[src/rtl/oam_dma_pkg.sv]
// Shared types and constants for the OAM DMA controller.
// Build option OAM_DMA_ECHO_MIRROR_EN folds echo-RAM source pages onto WRAM.
package oam_dma_pkg;

  typedef enum logic [1:0] {
    IDLE,
    DELAY,
    READ,
    WRITE
  } dma_state_t;

  localparam logic [15:0] DMA_REG_ADDR  = 16'hFF46;
  localparam logic [15:0] OAM_BASE_ADDR = 16'hFE00;
  localparam int unsigned OAM_SIZE      = 160;
  localparam logic [7:0]  ECHO_PAGE_LO  = 8'hE0;
  localparam logic [7:0]  ECHO_OFFSET   = 8'h20;

  // Source page actually presented on the bus; the register keeps the raw value.
  function automatic logic [7:0] eff_page(input logic [7:0] page);
`ifdef OAM_DMA_ECHO_MIRROR_EN
    return (page >= ECHO_PAGE_LO) ? (page - ECHO_OFFSET) : page;
`else
    return page;
`endif
  endfunction

endpackage

[src/rtl/oam_dma_ctrl_oam_port_arb.sv]
// OAM port arbiter: CPU pass-through when idle, DMA ownership with CPU
// writes dropped and reads masked to 8'hFF while a transfer is active.
module oam_port_arb
  import oam_dma_pkg::*;
(
  input  logic        dma_active_i,
  input  logic [15:0] dma_a_i,
  input  logic        dma_wr_i,
  input  logic [7:0]  dma_din_i,
  input  logic [15:0] cpu_oam_a_i,
  input  logic        cpu_oam_wr_i,
  input  logic [7:0]  cpu_oam_din_i,
  output logic [7:0]  cpu_oam_dout_o,
  output logic [15:0] oam_a_o,
  output logic        oam_wr_o,
  output logic [7:0]  oam_din_o,
  input  logic [7:0]  oam_dout_i
);

  always_comb begin
    oam_a_o        = cpu_oam_a_i;
    oam_wr_o       = cpu_oam_wr_i;
    oam_din_o      = cpu_oam_din_i;
    cpu_oam_dout_o = oam_dout_i;
    if (dma_active_i) begin
      oam_a_o        = dma_a_i;
      oam_wr_o       = dma_wr_i;
      oam_din_o      = dma_din_i;
      cpu_oam_dout_o = '1;
    end
  end

endmodule

[src/rtl/oam_dma_ctrl.sv]
// Game Boy OAM DMA controller: 0xFF46 write starts a NUM_BYTES copy from
// {page, 8'h00} into OAM. Build option: OAM_DMA_ECHO_MIRROR_EN.
module oam_dma_ctrl
  import oam_dma_pkg::*;
#(
  parameter int unsigned NUM_BYTES   = OAM_SIZE,
  parameter int unsigned START_DELAY = 1,
  parameter logic [15:0] OAM_BASE    = OAM_BASE_ADDR
) (
  input  logic        clk,
  input  logic        rst,
  input  logic        reg_wr,
  input  logic [7:0]  reg_din,
  output logic [7:0]  reg_dout,
  output logic        src_req,
  output logic [15:0] src_a,
  input  logic        src_ack,
  input  logic [7:0]  src_din,
  input  logic [15:0] cpu_oam_a,
  input  logic        cpu_oam_wr,
  input  logic [7:0]  cpu_oam_din,
  output logic [7:0]  cpu_oam_dout,
  output logic [15:0] oam_a,
  output logic        oam_wr,
  output logic [7:0]  oam_din,
  input  logic [7:0]  oam_dout,
  output logic        dma_active
);

  localparam int unsigned DW = (START_DELAY > 1) ? $clog2(START_DELAY + 1) : 1;
  localparam logic [7:0]  LAST_IDX = 8'(NUM_BYTES - 1);

  dma_state_t    state_q, state_d;
  logic [7:0]    page_q, page_d;
  logic [7:0]    idx_q, idx_d;
  logic [7:0]    lat_q, lat_d;
  logic [DW-1:0] dly_q, dly_d;
  logic          act_q, act_d;

  logic [15:0]   dma_a;
  logic          dma_wr;

  always_ff @(posedge clk or posedge rst) begin
    if (rst) begin
      state_q <= IDLE;
      page_q  <= '0;
      idx_q   <= '0;
      lat_q   <= '0;
      dly_q   <= '0;
      act_q   <= 1'b0;
    end else begin
      state_q <= state_d;
      page_q  <= page_d;
      idx_q   <= idx_d;
      lat_q   <= lat_d;
      dly_q   <= dly_d;
      act_q   <= act_d;
    end
  end

  always_comb begin
    state_d = state_q;
    page_d  = page_q;
    idx_d   = idx_q;
    lat_d   = lat_q;
    dly_d   = dly_q;
    act_d   = act_q;
    // A register write restarts from any state, overriding the current step.
    if (reg_wr) begin
      page_d  = reg_din;
      idx_d   = '0;
      dly_d   = DW'(START_DELAY);
      state_d = (START_DELAY == 0) ? READ : DELAY;
      act_d   = 1'b1;
    end else begin
      unique case (state_q)
        IDLE: ;
        DELAY: begin
          if (dly_q <= DW'(1)) state_d = READ;
          else                 dly_d   = dly_q - DW'(1);
        end
        READ: begin
          if (src_ack) begin
            lat_d   = src_din;
            state_d = WRITE;
          end
        end
        WRITE: begin
          if (idx_q == LAST_IDX) begin
            state_d = IDLE;
            act_d   = 1'b0;
            idx_d   = '0;
          end else begin
            idx_d   = idx_q + 8'd1;
            state_d = READ;
          end
        end
        default: state_d = IDLE;
      endcase
    end
  end

  always_comb begin
    src_req = (state_q == READ);
    src_a   = src_req ? {eff_page(page_q), idx_q} : '0;
    dma_wr  = (state_q == WRITE) && !reg_wr;
    dma_a   = OAM_BASE + {8'h00, idx_q};
  end

  assign reg_dout   = page_q;
  assign dma_active = act_q;

  oam_port_arb u_arb (
    .dma_active_i   (act_q),
    .dma_a_i        (dma_a),
    .dma_wr_i       (dma_wr),
    .dma_din_i      (lat_q),
    .cpu_oam_a_i    (cpu_oam_a),
    .cpu_oam_wr_i   (cpu_oam_wr),
    .cpu_oam_din_i  (cpu_oam_din),
    .cpu_oam_dout_o (cpu_oam_dout),
    .oam_a_o        (oam_a),
    .oam_wr_o       (oam_wr),
    .oam_din_o      (oam_din),
    .oam_dout_i     (oam_dout)
  );

endmodule

[config.mk]
export PLATFORM = sky130hd
export DESIGN_NAME = oam_dma_ctrl
export DESIGN_NICKNAME = d
export VERILOG_FILES = /design/src/rtl/oam_dma_pkg.sv /design/src/rtl/oam_dma_ctrl_oam_port_arb.sv /design/src/rtl/oam_dma_ctrl.sv
export SDC_FILE = /design/constraint.sdc
export NUM_CORES = 1
export LEC_CHECK = 0
export ABC_AREA = 0
export CAP_MARGIN = 15
export CORE_MARGIN = 10
export CORE_UTILIZATION = 38
export CTS_BUF_LIST = sky130_fd_sc_hd__clkbuf_4
export CTS_CLUSTER_SIZE = 10
export DETAILED_ROUTE_END_ITERATION = 10
export PLACE_DENSITY = 0.82
export SLEW_MARGIN = 25
export SYNTH_ARGS = -nofsm -noshare
export SYNTH_HDL_FRONTEND = slang
export SYNTH_HIERARCHICAL = 1
export SYNTH_SLANG_ARGS = --single-unit
[constraint.sdc]
create_clock -name clk -period 1.85 [get_ports clk]
set_input_delay 0.185 -clock clk [delete_from_list [all_inputs] [get_ports clk]]
set_output_delay 0.185 -clock clk [all_outputs]
set_load 0.005 [all_outputs]
==> flow_metrics.py <==
metrics = {
    "clock_network": {
        "htreeDepth": 1,
        "clk_latency_ns": 0.32,
        "cts_hold_buf": 0,
        "clk_pin_slew_ns": 0.14,
        "cts_made_buffers": 3,
        "cts_tree": "built",
        "cts_root_buf": "clkbuf_4",
        "clock_path_buffers": 2,
        "cts.sinks": 27,
    },
    "sta": {
        "finalCriticalPeriod_ns": 1.789,
        "finalClockSkew_ns": 0.006899,
        "drv_slew": 0,
        "fin_crit_sh_pct": 96.69,
        "hold_violations": 0,
        "setup_viol": 0,
        "holdWs_ns": 0.1445,
        "fmax_ghz": 0.5591,
        "final.setup.worst_slack_ns": 0.06131,
    },
    "pwr": {
        "peakVddDrop_mv": 0.3504,
        "power.density_mw_per_mm2": 481.1,
        "p_total_mw": 1.494,
        "total_leakage_power_nw": 1.563,
    },
    "synth": {
        "synth_top_area_cell": "dfrtp_1",
        "synth-warning-count": 6,
        "synth_area_sq_mm": 0.001822,
        "synth_edf_count": 0,
        "synth_seq_cells": 27,
        "ys_top_cells_by_area": "dfrtp_1 (37%), mux2_4 (25%), mux2_2 (6.8%)",
        "syn_area_per_cell_sq_um": 11.99,
        "seq_area_frac_synth_pct": 37.09,
        "synth_commonest_cells": "mux2_4 (30), dfrtp_1 (27), and2_1 (16)",
        "synth_cell_types": 32,
        "synthCells": 152,
        "netlist.area_leader.share_pct": 37.09,
        "synth_flop_cell": "dfrtp_1",
        "async_reset_ff_share_pct": 100.0,
        "yosysMostFrequentCell": "mux2_4",
    },
    "place": {
        "place_congestion": 0.8416,
        "dpl.hpwl_um": 4395,
        "port_buffers": 111,
        "dp_slack_ns": 0.1511,
        "post_dp_cell_area_sq_mm": 0.002982,
    },
    "routing": {
        "dr_total_vias": 1576,
        "via_per_inst": 4.790,
        "ant_nets": 0,
        "drt-total-wl_um": 5472,
        "drtIter0Drc": 76,
        "drc": 0,
        "wire_per_inst_um": 16.63,
        "first_pass_iters": 4,
    },
    "floorplan": {
        "core.rowCount": 25,
        "start_util_pct": 38.83,
        "die_h_um": 89.24,
        "die_w_um": 89.24,
        "boundaryPins": 112,
        "core-area_sq_mm": 0.004692,
        "dieArea_sq_mm": 0.007964,
    },
    "global_route": {
        "grt_max_degree": 26,
        "grt_pass1_vias": 1685,
        "grt_overflow": 0,
        "grt_pass1_wl_um": 8376,
        "grt_usage_pct": 13.27,
        "antenna_found_initial": 0,
    },
    "cells_and_area": {
        "fin_area_sq_mm": 0.003105,
        "syn2layout_area_growth_pct": 70.47,
        "fin_util_pct": 66.19,
        "antenna_cells": 0,
        "drive_gt1_share_pct": 25.82,
        "nets": 330,
    },
    "worst_hold_path": {
        "hp-class": "in2async",
    },
    "worst_setup_path": {
        "path_class": "reg2out",
        "ff2ff_path_depth": 4,
        "crit_arrival_ns": 1.60,
        "worstSetupStartpointType": "flip-flop",
        "crit_fanout": 7,
        "crit_required_ns": 1.66,
        "crit_path_end_kind": "primary output",
    },
    "run": {
        "cap_viol_max_count": 0,
    },
    "run_status": {
        "status": "complete, no violations",
    },
}
==> worst max-delay path: stages, from the launching register on <==
cell	delay, ns
dfrtp_2	0.45
buf_6	0.14
buf_12	0.14
mux2_4	0.28
dlygate4sd2_1	0.26
==> layout by cell type (no fill, tap or decap), types with 3 or more instances in the layout <==
cell and n:
mux2_2 11, nor2_1 5, o21ai_0 3, mux2_4 30, clkdlybuf4s50_1 62, dlygate4sd2_1 19
clkdlybuf4s15_1 22, a21oi_1 7, nand2_1 4, clkbuf_4 4, dlymetal6s2s_1 8, and2_1 16
buf_4 6, conb_1 8, dfrtp_1 26, or2_2 8, nand3_1 4, or3_1 3
==> area by class of cell <==
type,instances,area [sq um]
fill,389,1587
timing repair buffer,124,1280
multi-input combinational,119,1047
sequential,27,676.9
tap,54,67.56
clock buffer,4,30.03
inverter,1,3.754
==> stage by stage <==
| stage | setup TNS (ns) | instances |
|---|---|---|
| global route | -0.003151 | 329 |
| global placement | 0 | 321 |
| finish | 0 | 329 |
| detailed placement | 0 | 321 |
| CTS | -0.4436 | 326 |
| floorplan | 0 | 158 |
==> per-layer routing <==
metal	up-vias	track usage, %	routed length (um)
li1	770	-	-
met1	742	14.36	2080
met2	60	23.04	2746
met3	4	5.834	606
met4	0	3.468	39
met5	-	0	0
==> cells by family (layout without fill, tap and decap cells) <==
group                      Yosys count  after routing  share of synthesized area, %
DFF                                 27             27                         37.09
buffers and inverters               12            129                         6.936
and+or+nand+nor                     51             51                         16.83
AOI/OAI and AO/OA                   17             17                         6.044
adders and majority gates            1              1                        0.6867
muxes                               41             41                         31.52
xor gates and xnor gates             1              1                        0.4809
other                                2              8                        0.4122
==> final timing paths <==
path / end / startpoint / slack, ns
max reg2reg: idx_q[3] / idx_q[0] / 0.33
min reg2reg: lat_q[0] / lat_q[0] / 0.54
min: state_q[1] / rst / 0.14
max in group asynchronous: reg_dout[6] / rst / 1.13
max: oam_a[5] / dma_active / 0.06
min in group clk: state_q[0] / src_ack / 0.46
==> timing repair <==
action	in CTS	in global routing
setup buffers	1	1
gates resized for setup	45	32
gates cloned	0	2
endpoints found under the setup margin	50	9
hold endpoints to repair	0	0
pin swaps	1	0
==> report_power, final <==
part	internal [mW]	switching, mW	leakage (nW)
sequential	0.658	0.0500	0.334
combinational	0.379	0.141	1.21
clock	0.0992	0.167	0.0184
total	1.14	0.358	1.56
==> flip-flops by register name, summed over array words and instances, names as in the netlist <==
register	flops
dma_active	1
idx_q	8
lat_q	8
reg_dout	8
state_q	2
(Power assumes the default switching activity.)
